<file path="src/rtl/multi_debouncer_pkg.sv">
`default_nettype none
// +------------------------------------------------------------------+
// | multi_debouncer_pkg                                               |
// | Shared debouncer state encoding and channel mode constants.       |
// | Revision: 1.0                                                     |
// +------------------------------------------------------------------+
package multi_debouncer_pkg;

  typedef enum logic [1:0] {
    IDLE_LOW   = 2'b00,
    COUNT_HIGH = 2'b01,
    IDLE_HIGH  = 2'b10,
    COUNT_LOW  = 2'b11
  } deb_state_e;

  localparam logic MODE_LEVEL  = 1'b0;
  localparam logic MODE_TOGGLE = 1'b1;

  // The state is fully implied by the stable level and whether a count is running.
  function automatic deb_state_e deb_state(input logic level, input logic counting);
    return deb_state_e'({level, counting});
  endfunction

endpackage
`default_nettype wire

</file>
<file path="src/rtl/debounce_channel.sv">
`default_nettype none
// +------------------------------------------------------------------+
// | debounce_channel                                                  |
// | One button: 2-flop synchroniser, stable-tick qualifier, toggle    |
// | register and press/release pulses. LONG_PRESS_EN adds long-press. |
// | Revision: 1.0                                                     |
// +------------------------------------------------------------------+
module debounce_channel
  import multi_debouncer_pkg::*;
#(
  parameter int   STABLE_TICKS = 25,
  parameter int   CNT_WIDTH    = 5,
  parameter logic INVERT       = 1'b0
`ifdef LONG_PRESS_EN
  ,
  parameter int   LONG_TICKS   = 80
`endif
) (
  input  logic i_clk,
  input  logic i_rst_n,
  input  logic i_div_clk,
  input  logic i_btn,
  input  logic i_mode,
  output logic o_out,
  output logic o_press,
  output logic o_release
`ifdef LONG_PRESS_EN
  ,
  output logic o_long
`endif
);

  localparam logic [CNT_WIDTH-1:0] LAST_CNT = CNT_WIDTH'(STABLE_TICKS - 1);

  logic                 sync1_q, sync1_d;
  logic                 sync2_q, sync2_d;
  logic                 level_q, level_d;
  logic [CNT_WIDTH-1:0] cnt_q, cnt_d;
  logic                 toggle_q, toggle_d;
  logic                 press_q, press_d;
  logic                 rel_q, rel_d;
  logic                 sample;
  deb_state_e           state;

  always_comb begin
    sync1_d = i_btn;
    sync2_d = sync1_q;
    sample  = sync2_q ^ INVERT;
    state   = deb_state(level_q, cnt_q != '0);
    level_d = level_q;
    cnt_d   = cnt_q;
    press_d = 1'b0;
    rel_d   = 1'b0;
    if (i_div_clk) begin
      unique case (state)
        IDLE_LOW, IDLE_HIGH: begin
          if (sample != level_q) cnt_d = CNT_WIDTH'(1);
        end
        COUNT_HIGH, COUNT_LOW: begin
          if (sample == level_q) begin
            cnt_d = '0;
          end else if (cnt_q == LAST_CNT) begin
            level_d = sample;
            cnt_d   = '0;
            press_d = sample;
            rel_d   = ~sample;
          end else begin
            cnt_d = cnt_q + 1'b1;
          end
        end
      endcase
    end
    // Tracking the new level in level mode makes a later switch to toggle start from L.
    toggle_d = (i_mode == MODE_TOGGLE) ? (toggle_q ^ press_d) : level_d;
  end

  always_ff @(posedge i_clk) begin
    if (!i_rst_n) begin
      sync1_q  <= 1'b0;
      sync2_q  <= 1'b0;
      level_q  <= 1'b0;
      cnt_q    <= '0;
      toggle_q <= 1'b0;
      press_q  <= 1'b0;
      rel_q    <= 1'b0;
    end else begin
      sync1_q  <= sync1_d;
      sync2_q  <= sync2_d;
      level_q  <= level_d;
      cnt_q    <= cnt_d;
      toggle_q <= toggle_d;
      press_q  <= press_d;
      rel_q    <= rel_d;
    end
  end

  assign o_out     = (i_mode == MODE_TOGGLE) ? toggle_q : level_q;
  assign o_press   = press_q;
  assign o_release = rel_q;

`ifdef LONG_PRESS_EN
  localparam int LONG_W = $clog2(LONG_TICKS + 1);

  logic [LONG_W-1:0] long_cnt_q, long_cnt_d;
  logic              long_q, long_d;

  always_comb begin
    long_cnt_d = long_cnt_q;
    if (!level_q) begin
      long_cnt_d = '0;
    end else if (i_div_clk && (long_cnt_q != LONG_W'(LONG_TICKS))) begin
      long_cnt_d = long_cnt_q + 1'b1;
    end
    long_d = (long_cnt_d == LONG_W'(LONG_TICKS - 1)) &&
             (long_cnt_q != LONG_W'(LONG_TICKS - 1));
  end

  always_ff @(posedge i_clk) begin
    if (!i_rst_n) begin
      long_cnt_q <= '0;
      long_q     <= 1'b0;
    end else begin
      long_cnt_q <= long_cnt_d;
      long_q     <= long_d;
    end
  end

  assign o_long = long_q;
`endif

endmodule
`default_nettype wire

</file>
<file path="src/rtl/multi_debouncer.sv">
`default_nettype none
// +------------------------------------------------------------------+
// | multi_debouncer                                                   |
// | N independent button debouncers sharing one DIV_CLK sample tick.  |
// | Optional LONG_PRESS_EN adds LONG_TICKS and the LONG output.       |
// | Revision: 1.0                                                     |
// +------------------------------------------------------------------+
module multi_debouncer
  import multi_debouncer_pkg::*;
#(
  parameter int                  CHANNELS     = 5,
  parameter int                  STABLE_TICKS = 25,
  parameter int                  CNT_WIDTH    = 5,
  parameter logic [CHANNELS-1:0] INVERT_MASK  = {CHANNELS{1'b0}}
`ifdef LONG_PRESS_EN
  ,
  parameter int                  LONG_TICKS   = 80
`endif
) (
  input  logic                CLK,
  input  logic                RESET_N,
  input  logic                DIV_CLK,
  input  logic [CHANNELS-1:0] IN,
  input  logic [CHANNELS-1:0] MODE,
  output logic [CHANNELS-1:0] OUT,
  output logic [CHANNELS-1:0] PRESS,
  output logic [CHANNELS-1:0] RELEASE
`ifdef LONG_PRESS_EN
  ,
  output logic [CHANNELS-1:0] LONG
`endif
);

  for (genvar g = 0; g < CHANNELS; g++) begin : g_chan
    debounce_channel #(
      .STABLE_TICKS (STABLE_TICKS),
      .CNT_WIDTH    (CNT_WIDTH),
      .INVERT       (INVERT_MASK[g])
`ifdef LONG_PRESS_EN
      ,
      .LONG_TICKS   (LONG_TICKS)
`endif
    ) u_chan (
      .i_clk     (CLK),
      .i_rst_n   (RESET_N),
      .i_div_clk (DIV_CLK),
      .i_btn     (IN[g]),
      .i_mode    (MODE[g]),
      .o_out     (OUT[g]),
      .o_press   (PRESS[g]),
      .o_release (RELEASE[g])
`ifdef LONG_PRESS_EN
      ,
      .o_long    (LONG[g])
`endif
    );
  end

endmodule
`default_nettype wire

</file>
<file path="config.mk">
export PLATFORM = sky130hd
export DESIGN_NAME = multi_debouncer
export DESIGN_NICKNAME = d
export VERILOG_FILES = /design/src/rtl/multi_debouncer_pkg.sv /design/src/rtl/debounce_channel.sv /design/src/rtl/multi_debouncer.sv
export SDC_FILE = /design/constraint.sdc
export NUM_CORES = 1
export LEC_CHECK = 0
export BUFFER_PORTS_ARGS = -buffer_cell sky130_fd_sc_hd__buf_2
export CAP_MARGIN = 10
export CORE_ASPECT_RATIO = 0.6
export CORE_UTILIZATION = 40
export CTS_BUF_LIST = sky130_fd_sc_hd__clkbuf_16
export DETAILED_ROUTE_END_ITERATION = 8
export RECOVER_POWER = 50
export SKIP_LAST_GASP = 1
export SLEW_MARGIN = 15
export SYNTH_ARGS = -nofsm -noshare
export SYNTH_HDL_FRONTEND = slang
export SYNTH_HIERARCHICAL = 1
export SYNTH_SLANG_ARGS = --single-unit
export TNS_END_PERCENT = 5
</file>
<file path="constraint.sdc">
create_clock -name CLK -period 3.81 [get_ports CLK]
set_clock_uncertainty 0.05 [all_clocks]
set_input_delay 0.762 -clock CLK [delete_from_list [all_inputs] [get_ports CLK]]
set_output_delay 0.762 -clock CLK [all_outputs]
set_load 0.01 [all_outputs]
</file>
==> reports/metrics.cfg <==
[synthesis]
synth.cell_area_um2=2865
ys_ff_latch=55
ys_types=33
synthesis.nets=333
synth_cells=310
yosysSeqAreaShare_pct=38.43
yosysWarningCount=6
synth.avg_cell_area_um2=9.243

[critical_path]
crit_buf_inv=2
critPathSlowestCell=mux2_2
crit_family=multiplexers
cp-start-kind=input port
max_stage_delay_ns=0.34
crit_arrival_ns=1.36
crit_top_cell=buf_2
path_cells=buf_2 -> mux2_2 -> buf_2
criticalPathCategory=input port to output pin
crit_fanout=4
worst_setup_path_end_kind=output pin
cp.required_ns=3.00

[cts]
insertion_delay_ns=0.29
clock-sinks=55
path_clk_slew_ns=0.07
root_buffer=clkbuf_16
cts_tree=yes
ctsResizeCount=0
htree_num_levels=2
cts_setup_buffers=0
cts_buffers=5
cts_hold_buf=0
cts.path.max_buffers=2

[global_routing]
grt_start_max_net_pins=76
grt_pass1_vias=1967
grt_usage_pct=15.37
antenna_found_initial=0
grt_pass1_wl_mm=9.149
overflow=0

[placement]
port_buffers=27
placed_cell_area_um2=3065
hpwl_mm=3.548
gp_congestion=0.7415
dp_slack_ns=1.547

[status]
status=finished, violations left
violations=DRC

[route]
wirelength_mm=5.367
num_vias=2268
dr.first_iter.drc_count=133
drc=2
drt_first_pass_iters=6
vias_per_cell=5.374
ant_nets=0
routedWlPerCell_um=12.72

[floorplan]
coreArea_um2=6792
die_area_um2=7517
ios=28
start_util_pct=42.19
std_cell_rows=23
dieHeight_um=67.56
die_w_um=111.3

[timing]
final_hold_viol_count=0
fin_crit_ns=2.173
finalSetupTns_ns=0
max_freq_mhz=460.1
post-route-period-util_pct=57.04
setup_slack_ns=1.637
timing.hold.ws_ns=0.3842
worst_pin_slew_ns=1.156
rsz0062_at_grt=no
slew_headroom_pct=22.94
finalSetupViolations=0
slew_violations=0

[cells_and_area]
num_antenna_cells=0
n_fill_cell=661
layout_common_cells=dfxtp_1 (55), nand2_1 (25), inv_1 (20)
areaGrowthSynthToFinish_pct=11.22
final_common_cell=dfxtp_1
drive_gt1_share_pct=17.31
design_area_um2=3187
finalNetCount=358

[power]
p_total_uw=1090
p_per_area_nw_per_um2=341.9
peakVddDrop_v=0.0001415
leakage_uw=0.001316

[job]
maxCapViolCount=0

[worst_hold_path]
hold_path.class=flop to flop

cell families after synthesis:
kind of cell,count (synthesis),share of synthesized area [%]
flip-flops,55,38.43
buffers and inverters,30,4.148
AO/OA/AOI/OAI,80,21.40
multiplexers,5,1.965
XOR/XNOR,15,4.585
AND/OR/NAND/NOR,115,25.11
adder cells (fa/ha/maj),10,4.367
stage by stage:
step	util, %	instances
3_3_place_gp	45.14	414
3_5_place_dp	45.14	414
5_1_grt	46.92	422
2_1_floorplan	-	310
4_1_cts	47.11	421
6_report	46.92	422
registers in the layout (all words and copies together) (netlist names):
name / count
g_chan.u_chan/toggle_q: 5
g_chan.u_chan/o_press: 5
g_chan.u_chan/level_q: 5
g_chan.u_chan/o_release: 5
g_chan.u_chan/sample: 5
g_chan.u_chan/sync1_q: 5
g_chan.u_chan/cnt_q: 25
final timing paths:
check	from	end	slack, ns	cells after the start
worst max-delay path	MODE[2]	OUT[2]	1.64	3
worst min-delay path	g_chan[0].u_chan/sync1_q	g_chan[0].u_chan/sample	0.38	1
worst max register to register	g_chan[3].u_chan/cnt_q[0]	g_chan[3].u_chan/cnt_q[3]	2.23	6
worst min register to register	g_chan[0].u_chan/sync1_q	g_chan[0].u_chan/sample	0.38	1
layout make-up:
cell class | instances | area (µm²) | share of cell area (%)
clock buffers | 5 | 125.1 | 3.926
clock inverters | 2 | 8.758 | 0.2748
inverters | 20 | 75.07 | 2.356
multi-input cells | 225 | 1627 | 51.04
flip-flops and latches | 55 | 1101 | 34.55
well taps | 87 | 108.9 | 3.416
repair buffers | 28 | 141.4 | 4.437
power by group:
group          leakage [µW]  internal (µW)  switching, µW  total (µW)
registers          0.000445            581           5.64         587
clock network     0.0000671            237            200         437
logic              0.000804           27.9           37.8        65.7
total               0.00132            846            244        1090
Yosys cell counts (all sizes together):
library cell	number	area share, %
a21oi	5	0.87
nand3	5	0.87
nor3b	5	1.3
dfxtp	55	38
ha	10	4.4
mux2	5	2.0
nor3	5	0.87
a21o	5	1.3
clkbuf	5	0.66
and2	10	2.2
o21a	5	1.3
and2b	5	1.5
or4b	5	2.4
o31a	5	1.5
o21ai	25	5.0
and3	15	3.7
xnor2	10	3.1
inv	20	2.6
nand4	10	2.2
buf	5	0.87
xor2	5	1.5
o221ai	5	1.5
nor2	15	2.0
and3b	15	4.8
a22oi	5	1.3
a21boi	10	3.3
nand2	25	3.3
a32o	15	5.2
per-layer routing:
| layer | part of all wire (%) | GRT usage (%) |
|---|---|---|
| met3 | 3.5 | 4.129 |
| met4 | 1.6 | 7.095 |
| met5 | 0 | 0 |
| met1 | 56 | 20.89 |
| met2 | 39 | 22.81 |
worst reg2reg max path, stage by stage (launching register included):
cell and delay (ns):
dfxtp_1 0.39, inv_1 0.09, ha_1 0.21, and2b_2 0.21, a21o_1 0.20, nor2_1 0.21, a32o_1 0.16
Power figures use the tool's default switching activity.
